$ cat src/rtl/uart_pkg.sv
// Shared UART definitions: frame state encoding (common to TX and RX) and default sizes.
package uart_pkg;

    localparam int UART_WORD_WIDTH   = 8;
    localparam int UART_OVERSAMPLING = 16;

    typedef enum logic [2:0] {
        IDLE      = 3'd0,
        START_BIT = 3'd1,
        DATA      = 3'd2,
        PARITY    = 3'd3,
        STOP_BIT  = 3'd4
    } uart_state_e;

endpackage

$ cat src/rtl/uart_rx_sync.sv
// Two-flop synchronizer for the asynchronous RX pad plus falling-edge start detect.
module uart_rx_sync (
    input  logic i_clk,
    input  logic i_rst,
    input  logic i_rx,
    output logic o_level,
    output logic o_start
);

    logic sync_p0;
    logic sync_p1;
    logic prev_p2;

    // Reset to the idle-high line level so reset release never looks like a start edge
    always_ff @(posedge i_clk) begin
        if (i_rst) begin
            sync_p0 <= 1'b1;
            sync_p1 <= 1'b1;
            prev_p2 <= 1'b1;
        end else begin
            sync_p0 <= i_rx;
            sync_p1 <= sync_p0;
            prev_p2 <= sync_p1;
        end
    end

    assign o_level = sync_p1;
    assign o_start = prev_p2 & ~sync_p1;

endmodule

$ cat src/rtl/uart_rx_des.sv
// UART receive deserializer: oversampled mid-bit sampling of start/data/parity/stop,
// delivering each word with odd-parity and framing status.
module uart_rx_des
    import uart_pkg::*;
#(
    parameter int WORD_WIDTH   = UART_WORD_WIDTH,
    parameter int OVERSAMPLING = UART_OVERSAMPLING
) (
    input  logic                  i_clk,
    input  logic                  i_rst,
    input  logic                  i_tick,
    input  logic                  i_rx,
    input  logic                  i_parity,
    output logic [WORD_WIDTH-1:0] o_dout,
    output logic                  o_valid,
    output logic                  o_parity_err,
    output logic                  o_frame_err,
    output logic                  o_active
);

    localparam int TW = $clog2(OVERSAMPLING);
    localparam int BW = $clog2(WORD_WIDTH + 1);
    localparam logic [TW-1:0] TICK_HALF = TW'(OVERSAMPLING / 2 - 1);
    localparam logic [TW-1:0] TICK_FULL = TW'(OVERSAMPLING - 1);
    localparam logic [BW-1:0] LAST_BIT  = BW'(WORD_WIDTH - 1);

    function automatic logic parity_mismatch(input logic [WORD_WIDTH-1:0] data,
                                             input logic                  pbit);
        return pbit != ~^data;
    endfunction

    uart_state_e           state;
    logic [TW-1:0]         tick_ctr;
    logic [BW-1:0]         bit_ctr;
    logic [WORD_WIDTH-1:0] shift_reg;
    logic                  par_en;
    logic                  par_bit;
    logic                  rx_level;
    logic                  start;
    logic                  mid_bit;

    uart_rx_sync u_sync (
        .i_clk   (i_clk),
        .i_rst   (i_rst),
        .i_rx    (i_rx),
        .o_level (rx_level),
        .o_start (start)
    );

    assign mid_bit = i_tick && (tick_ctr == '0);

    always_ff @(posedge i_clk) begin
        if (i_rst) begin
            state        <= IDLE;
            tick_ctr     <= '0;
            bit_ctr      <= '0;
            shift_reg    <= '0;
            par_en       <= 1'b0;
            par_bit      <= 1'b0;
            o_dout       <= '0;
            o_valid      <= 1'b0;
            o_parity_err <= 1'b0;
            o_frame_err  <= 1'b0;
            o_active     <= 1'b0;
        end else begin
            o_valid <= 1'b0;
            if (i_tick && tick_ctr != '0 && state != IDLE)
                tick_ctr <= tick_ctr - TW'(1);

            case (state)
                IDLE: begin
                    if (start) begin
                        state    <= START_BIT;
                        tick_ctr <= TICK_HALF;
                        par_en   <= i_parity;
                        o_active <= 1'b1;
                    end
                end
                // A start bit that is high again at its centre was only a glitch
                START_BIT: begin
                    if (mid_bit) begin
                        if (!rx_level) begin
                            state    <= DATA;
                            tick_ctr <= TICK_FULL;
                            bit_ctr  <= '0;
                        end else begin
                            state    <= IDLE;
                            o_active <= 1'b0;
                        end
                    end
                end
                DATA: begin
                    if (mid_bit) begin
                        shift_reg <= {rx_level, shift_reg[WORD_WIDTH-1:1]};
                        tick_ctr  <= TICK_FULL;
                        bit_ctr   <= bit_ctr + BW'(1);
                        if (bit_ctr == LAST_BIT)
                            state <= par_en ? PARITY : STOP_BIT;
                    end
                end
                PARITY: begin
                    if (mid_bit) begin
                        par_bit  <= rx_level;
                        tick_ctr <= TICK_FULL;
                        state    <= STOP_BIT;
                    end
                end
                // Leave at stop mid-bit so half a bit remains to catch the next start edge
                STOP_BIT: begin
                    if (mid_bit) begin
                        o_dout       <= shift_reg;
                        o_frame_err  <= ~rx_level;
                        o_parity_err <= par_en & parity_mismatch(shift_reg, par_bit);
                        o_valid      <= 1'b1;
                        o_active     <= 1'b0;
                        state        <= IDLE;
                    end
                end
                default: begin
                    state    <= IDLE;
                    o_active <= 1'b0;
                end
            endcase
        end
    end

endmodule

$ cat config.mk
export PLATFORM = sky130hd
export DESIGN_NAME = uart_rx_des
export DESIGN_NICKNAME = d
export VERILOG_FILES = /design/src/rtl/uart_pkg.sv /design/src/rtl/uart_rx_sync.sv /design/src/rtl/uart_rx_des.sv
export SDC_FILE = /design/constraint.sdc
export NUM_CORES = 1
export LEC_CHECK = 0
export ABC_AREA = 0
export BUFFER_PORTS_ARGS = -buffer_cell sky130_fd_sc_hd__buf_2
export CAP_MARGIN = 20
export CORE_ASPECT_RATIO = 1.4
export CORE_MARGIN = 3
export CORE_UTILIZATION = 45
export CTS_CLUSTER_SIZE = 14
export DETAILED_ROUTE_END_ITERATION = 7
export GPL_TIMING_DRIVEN = 0
export PLACE_DENSITY = 0.67
export SYNTH_ARGS = -nofsm -noshare
export SYNTH_HDL_FRONTEND = slang
export SYNTH_SLANG_ARGS = --single-unit
$ cat constraint.sdc
create_clock -name i_clk -period 1.9 [get_ports i_clk]
set_input_delay 0.38 -clock i_clk [delete_from_list [all_inputs] [get_ports i_clk]]
set_output_delay 0.38 -clock i_clk [all_outputs]
set_load 0.01 [all_outputs]
=== After elaboration in Yosys (flattened, before gate mapping) ===
Index checks and enable logic that the tools add are counted.

* Register bits: 36
* Word-level logic and storage cells: 78

* Add/sub/neg operators: 2
* Bitwise operators: 5
* Reductions and logical operators: 18
* Equality and inequality tests: 14
* Muxes and demuxes: 25

{| class="wikitable"
|+ Operator list
! operator !! count
|-
| 4-bit two-way mux || 8
|-
| 3-bit two-way mux || 7
|-
| 3-bit one-hot mux with 5 select lines || 1
|-
| 2-bit inequality test, second input constant || 7
|-
| 4-bit one-hot mux with 3 select lines || 1
|-
| 4-bit one-hot mux with 2 select lines || 1
|-
| 2-bit AND reduction || 4
|-
| 8-bit XNOR reduction || 1
|-
| 3-bit by 2-bit equality test with 1-bit output, second input constant || 2
|-
| 6-bit AND reduction || 1
|-
| 1-bit two-way mux || 5
|-
| 5-bit AND reduction || 1
|-
| 4-bit by 1-bit adder with 4-bit output, second input constant || 1
|-
| 4-bit by 3-bit equality test with 1-bit output, second input constant || 1
|-
| 4-bit logical NOT || 1
|-
| 1-bit one-hot mux with 4 select lines || 1
|-
| 4-bit AND reduction || 1
|-
| 4-bit nonzero test || 1
|-
| 2-bit OR reduction || 2
|-
| 4-bit by 1-bit subtractor with 4-bit output, second input constant || 1
|-
| 3-bit by 1-bit equality test with 1-bit output, second input constant || 1
|-
| 3-bit equality test, second input constant || 1
|-
| 1-bit logical AND || 3
|-
| 3-bit logical NOT || 1
|-
| other kinds (7) || 10
|}

=== Longest topological paths before layout ===
Gate-level depths: netlist (run 1).

* Depth in word-level cells: 7
* Mapped depth: 7
* Mapped depth without buffers: 6

=== Hierarchy ===
From an unflattened synthesis (run 1), not the netlist that was laid out.

* Cell total of the unflattened synthesis: 177
* Area total of the unflattened synthesis: 1651.6 um2

{| class="wikitable"
|+ By module, submodules not included
! module !! instances !! seq. area each (um2) !! cells each !! area an instance (um2)
|-
| uart_rx_des || 1 || 660.6 || 170 || 1566.5
|-
| uart_rx_sync || 1 || 60.1 || 7 || 85.1
|}

=== Worst setup path after synthesis (run 1) ===
No wires, ideal clock.

* Kind: flip-flop to flip-flop
* Start: register tick_ctr[0]
* End: register bit_ctr[3]
* Stages on the path, launching flop included: 8
* Setup slack: 0.344 ns
* Data arrival time: 1.482 ns
* Required time: 1.826 ns
* Setup time: 0.074 ns
* Cells stage by stage: dfxtp_1 > inv_1 > ha_1 > and4bb_1 > buf_4 > nand3_4 > or3_1 > a31oi_1

* Word-level cells in the longest chain between the ends: 4
* Elaborated cells on any way between the ends: 5
* Classes of those cells: eq/ne (2); reduce/logical (3)

{| class="wikitable"
|+ RTL lines
! item !! RTL line !! source
|-
| start: declaration || uart_rx_des.sv:33 || <nowiki>logic [TW-1:0] tick_ctr;</nowiki>
|-
| start signal: assignment || uart_rx_des.sv:68 || <nowiki>tick_ctr <= tick_ctr - TW'(1);</nowiki>
|-
| 4-bit logical NOT (*) || uart_rx_des.sv:50 || <nowiki>assign mid_bit = i_tick && (tick_ctr == '0);</nowiki>
|-
| 1-bit logical AND (*) || uart_rx_des.sv:50 ||
|-
| 2-bit inequality test (no line) || n/a ||
|-
| 4-bit AND reduction (no line) (*) || n/a ||
|-
| end signal: assignment || uart_rx_des.sv:96 || <nowiki>bit_ctr <= bit_ctr + BW'(1);</nowiki>
|-
| end: declaration || uart_rx_des.sv:34 || <nowiki>logic [BW-1:0] bit_ctr;</nowiki>
|}

Every way passes the cells marked *; elsewhere a longest branch is shown, timed or not.
A chain may end at the register's enable or synchronous reset.

=== Worst setup path in the final report (run 1) ===
Same ends and word-level chain as after synthesis.

==> results of run 1 <==
-- power groups by stage --
stage | Sequential (mW) | Combinational, mW | Clock, mW
2_1_floorplan | 0.790 | 0.0761 | 0
5_1_grt | 0.776 | 0.124 | 0.597
4_1_cts | 0.775 | 0.104 | 0.572
6_report | 0.775 | 0.111 | 0.553
3_3_place_gp | 0.791 | 0.0985 | 0
3_5_place_dp | 0.792 | 0.104 | 0
-- timing repair --
| action | 4_1_cts | 5_1_grt |
|---|---|---|
| resized for setup | 0 | 5 |
| setup endpoints to repair | 0 | 12 |
| setup buffers | 0 | 0 |
-- cell families (layout without fill, tap and decap cells) --
logic type	after synthesis	count (layout)
xor+xnor	9	9
buf+inv	17	40
mux	11	11
simple gates	73	73
compound gates	36	36
fa+ha+maj	2	2
flops	36	36
-- metal layers --
layer / wire (microns) / global-route usage / up-vias
met2: 1730 / 0.278 / 29
met1: 1470 / 0.201 / 635
met3: 151 / 0.0471 / 7
met5: 0 / 0 / -
met4: 87 / 0.104 / 0
li1: - / - / 682
-- final timing paths --
path,start,endpoint,slack [ps],cells after the start
max,tick_ctr[0]$_SDFF_PP0_,bit_ctr[3]$_SDFFE_PP0P_,130,7
min,i_rx,u_sync.sync_p0$_SDFF_PP1_,270,2
max reg2reg,tick_ctr[0]$_SDFF_PP0_,bit_ctr[3]$_SDFFE_PP0P_,130,7
min reg2reg,u_sync.sync_p0$_SDFF_PP1_,u_sync.o_level$_SDFF_PP1_,410,1
-- cell usage in the layout, fill, tap and decap left out, types with 2 or more instances in the layout --
| master | netlist | final |
|---|---|---|
| xnor2_1 | 5 | 5 |
| mux2i_1 | 11 | 11 |
| o31a_1 | 2 | 2 |
| nor4_1 | 3 | 2 |
| clkbuf_1 | 6 | 8 |
| nand2_1 | 22 | 22 |
| a31oi_1 | 2 | 2 |
| inv_1 | 6 | 6 |
| a22oi_1 | 2 | 2 |
| nor2_1 | 16 | 16 |
| a21oi_1 | 17 | 17 |
| nand3b_1 | 3 | 3 |
| o21ai_0 | 5 | 5 |
| xor2_1 | 3 | 3 |
| clkbuf_8 | 0 | 6 |
| ha_1 | 2 | 2 |
| nand3_1 | 6 | 6 |
| or2_2 | 4 | 4 |
| dfxtp_1 | 36 | 36 |
| nand2b_1 | 3 | 3 |
| buf_2 | 4 | 19 |
| o211ai_1 | 3 | 3 |
-- area by class of cell --
type                       count  area, sq um  share of cell area
tap                           40         50.0              0.0267
inverter                       6         22.5              0.0120
timing repair buffer          15         75.1              0.0401
multi-input combinational    131          862               0.460
buffer                        11         53.8              0.0287
sequential                    36          721               0.385
clock buffer                   8         90.1              0.0481
==> metrics.yaml, run 1 <==
status: "complete, no violations"
avgSynthCellArea_sq_um: 8.87
synth_compound_area_frac: 0.133
synth-edff-count: 0
synth-xor-area-share: 0.0567
synth_top_area_frac: 0.441
fin_ws_ps: 129
cpPeakStageDelay_ps: 370
design_area_sq_um: 1870
post-route-min-period_ps: 1770
std_cell_rows: 25
grt_max_degree: 11
crit_fanout: 10
ant_nets: 0
die_h_microns: 77.3
track_usage: 0.173
critPathLaunchType: "register"
die-area_sq_um: 4400
rsz0062_at_grt: "true"
yosys.area_share.simple: 0.242
antenna_found_initial: 0
ctsRootBufferMaster: "clkbuf_8"
drt_iter0_drc: 56
placed_cell_area_sq_um: 1760
wl_per_cell_microns: 13.9
place.gp.congestion: 0.895
clkPwrFrac: 0.384
pwr-share-comb: 0.077
synth_seq_area_share: 0.441
slowest_stage: "or3_1"
place_inst: 239
final_util: 0.545
setup_violations: 0
htreeDepth: 2
vias: 1353
synth_fa_ha_area_frac: 0.0153
netlist_area_sq_um: 1630
drv_cap: 0
slew_violations: 0
internal_power_mw: 1.11
ys_types: 43
p_leak_nw: 0.750
p_sw_frac: 0.232
endpoint_kind: "register"
cp_cell_sequence: "inv_1 > ha_1 > and4bb_1 > buf_6 > nand3_4 > or3_1 > a31oi_1"
fmax_mhz: 565
hpwlAfterDp_mm: 2.54
hp-class: "in -> reg"
syn2layout_area_growth_pct: 14.8
cts_buffer_depth: 2
synthesis.instances: 184
syn-num-nets: 191
clkTransAtPathRegs_ps: 70
drive_above_1_share: 0.169
portBuffers: 15
numCtsBuffers: 5
dpl_worst_slack_ps: 52.2
setup_tns_ps: 0
synthArstFlopShare: 0
cellPowerDensity_nw_per_um2: 768
yosysMostFrequentCell: "dfxtp_1"
synth_common_cells: "36 x dfxtp_1, 22 x nand2_1, 17 x a21oi_1, 16 x nor2_1, 11 x mux2i_1"
crit_family: "simple AND/OR/NAND/NOR gates"
grt_overflow: 0
core_area_sq_um: 3440
routed_via_density: 5.48
finalHoldViolations: 0
first_pass_iters: 4
fin_cells: 247
muxShareOfSynthArea: 0.0674
grt_first_pass_wirelength_mm: 5.92
synth_top_family_by_area: "simple AND/OR/NAND/NOR gates"
synthFlopType: "dfxtp_1"
critPathBufInv: 2
nFillCells: 321
final.setup_skew_ps: 6.67
wirelength_mm: 3.44
worstPathRequired_ps: 2110
worst_pin_slew_ps: 515
clock_latency_ps: 290
antenna_cells: 0
min_period_over_period: 0.932
cp.arrival_ps: 1980
start_util: 0.475
power_mw: 1.44
nets: 213
critPathKind: "reg -> reg"
cts_tree: "yes"
holdWs_ps: 272
ir_drop_v: 0.000603
cts_sinks: 36
grt_pass1_vias: 1293
ioPinCount: 17
hold_buffers: 0
ys_warn_count: 0
yosys-top-cells-area: "dfxtp_1 44%, mux2i_1 6.7%, a21oi_1 5.2%"
die_x_microns: 56.9
switchingPower_uw: 334
ys_ff_latch: 36
slew_headroom: 0.654
drc_errors: 0
seq_power_share: 0.539
yosysTopAreaCell: "dfxtp_1"
No activity file was read; power rests on OpenSTA's default activity.
==> run 2: changes to the inputs <==
--- a/config.mk
+++ b/config.mk
@@ -14,7 +14,7 @@
 export CTS_CLUSTER_SIZE = 14
 export DETAILED_ROUTE_END_ITERATION = 7
 export GPL_TIMING_DRIVEN = 0
-export PLACE_DENSITY = 0.67
+export PLACE_DENSITY = 0.61
 export SYNTH_ARGS = -nofsm -noshare
 export SYNTH_HDL_FRONTEND = slang
 export SYNTH_SLANG_ARGS = --single-unit
==> run 2 against run 1 <==
Effect of this change: clock power is 3.8% higher; register-to-register slack hardly changed; non-clock buffer count stayed put; largest power group unchanged.
==> metrics.yaml, run 2 (synthesized netlist as in run 1, its figures left out) <==
die_h_microns: 77.3
cp_cell_sequence: "inv_1 > ha_1 > and4bb_1 > buf_4 > nand3_4 > or3_1 > a31oi_1"
routed_via_density: 5.34
drt_iter0_drc: 46
hpwlAfterDp_mm: 2.50
cts_tree: "yes"
clkTransAtPathRegs_ps: 70
ioPinCount: 17
nets: 213
critPathKind: "reg -> reg"
endpoint_kind: "register"
rsz0062_at_grt: "false"
clock_latency_ps: 280
slowest_stage: "or3_1"
ant_nets: 0
post-route-min-period_ps: 1770
grt_pass1_vias: 1310
vias: 1314
ir_drop_v: 0.000668
nFillCells: 333
cellPowerDensity_nw_per_um2: 779
portBuffers: 15
numCtsBuffers: 5
worstPathRequired_ps: 2110
worst_pin_slew_ps: 547
hold_buffers: 0
wl_per_cell_microns: 13.8
cts_buffer_depth: 2
grt_overflow: 0
antenna_found_initial: 0
core_area_sq_um: 3440
drc_errors: 0
first_pass_iters: 4
syn2layout_area_growth_pct: 14.2
slew_violations: 0
start_util: 0.475
multiInputGateArea_sq_um: 850
hp-class: "in -> reg"
ctsRootBufferMaster: "clkbuf_8"
final.setup_skew_ps: 6.46
setup_tns_ps: 0
setup_violations: 0
antenna_cells: 0
dpl_worst_slack_ps: 125
std_cell_rows: 25
final_util: 0.542
cp.arrival_ps: 1980
grt_max_degree: 11
min_period_over_period: 0.930
drv_cap: 0
track_usage: 0.169
finalHoldViolations: 0
drive_above_1_share: 0.170
fin_ws_ps: 133
wirelength_mm: 3.40
place.gp.congestion: 0.847
cpPeakStageDelay_ps: 370
critPathLaunchType: "register"
slew_headroom: 0.632
die_x_microns: 56.9
placed_cell_area_sq_um: 1760
regArea_sq_um: 721
layout_commonest_cell: "dfxtp_1"
p_leak_nw: 0.756
mostFrequentLayoutCells: "36 x dfxtp_1, 22 x nand2_1, 19 x buf_2, 17 x a21oi_1, 16 x nor2_1"
status: "complete, no violations"
design_area_sq_um: 1860
htreeDepth: 2
die-area_sq_um: 4400
fmax_mhz: 566
grt_first_pass_wirelength_mm: 5.85
crit_fanout: 10
cts_sinks: 36
-- run 2: changes by cell type in the layout (fill, tap and decap cells not counted) --
cell | before | now
buf_6 | 1 | 0
nor3_2 | 0 | 1
nor4_1 | 2 | 3
clkbuf_1 | 8 | 6
buf_4 | 0 | 1
clkbuf_8 | 6 | 7
nor4_2 | 1 | 0
nor3_4 | 1 | 0
-- run 2: final timing paths --
check	from	to	slack [ps]	depth (start not counted)
worst max-delay path	tick_ctr[0]$_SDFF_PP0_	bit_ctr[3]$_SDFFE_PP0P_	130	7
worst max register to register	tick_ctr[0]$_SDFF_PP0_	bit_ctr[3]$_SDFFE_PP0P_	130	7
worst min-delay path	i_rx	u_sync.sync_p0$_SDFF_PP1_	270	2
worst min register to register	u_sync.sync_p0$_SDFF_PP1_	u_sync.o_level$_SDFF_PP1_	430	1
-- run 2: per-layer routing --
metal	track usage	vias to the layer above	part of all wire
met5	0	-	0
li1	-	677	-
met2	0.281	30	0.51
met1	0.196	601	0.43
met4	0.0835	0	0.016
met3	0.0438	6	0.047
-- run 2: critical path, delay by kind of cell, from the launching register on --
| kind | cells | cell delay, ps |
|---|---|---|
| and+or+nand+nor | 3 | 750 |
| DFF | 1 | 330 |
| buffers and inverters | 2 | 240 |
| adders and majority gates | 1 | 210 |
| AOI/OAI and AO/OA | 1 | 160 |
-- run 2: repair_timing --
action	in CTS	in global routing
resized for setup	0	2
setup buffers	0	0
setup endpoints to repair	0	10
-- run 2: power by group --
part	internal [mW]	leakage [nW]	total, mW	switching [mW]
clock	0.323	0.0503	0.574	0.252
sequential	0.766	0.291	0.775	0.00880
combinational	0.0414	0.414	0.104	0.0624
-- run 2: cell type report --
cell class | instances | area share
tap | 40 | 0.0268
multi-input combinational | 131 | 0.456
buffer | 11 | 0.0268
timing repair buffer | 15 | 0.0403
sequential | 36 | 0.387
clock buffer | 7 | 0.0517
inverter | 6 | 0.0121
-- run 2: stage by stage --
step,power [mW],hold slack [ps],instances
2_1_floorplan,0.867,389,184
3_3_place_gp,0.891,392,239
3_5_place_dp,0.892,403,239
5_1_grt,1.52,275,246
6_report,1.45,271,246
4_1_cts,1.47,266,246
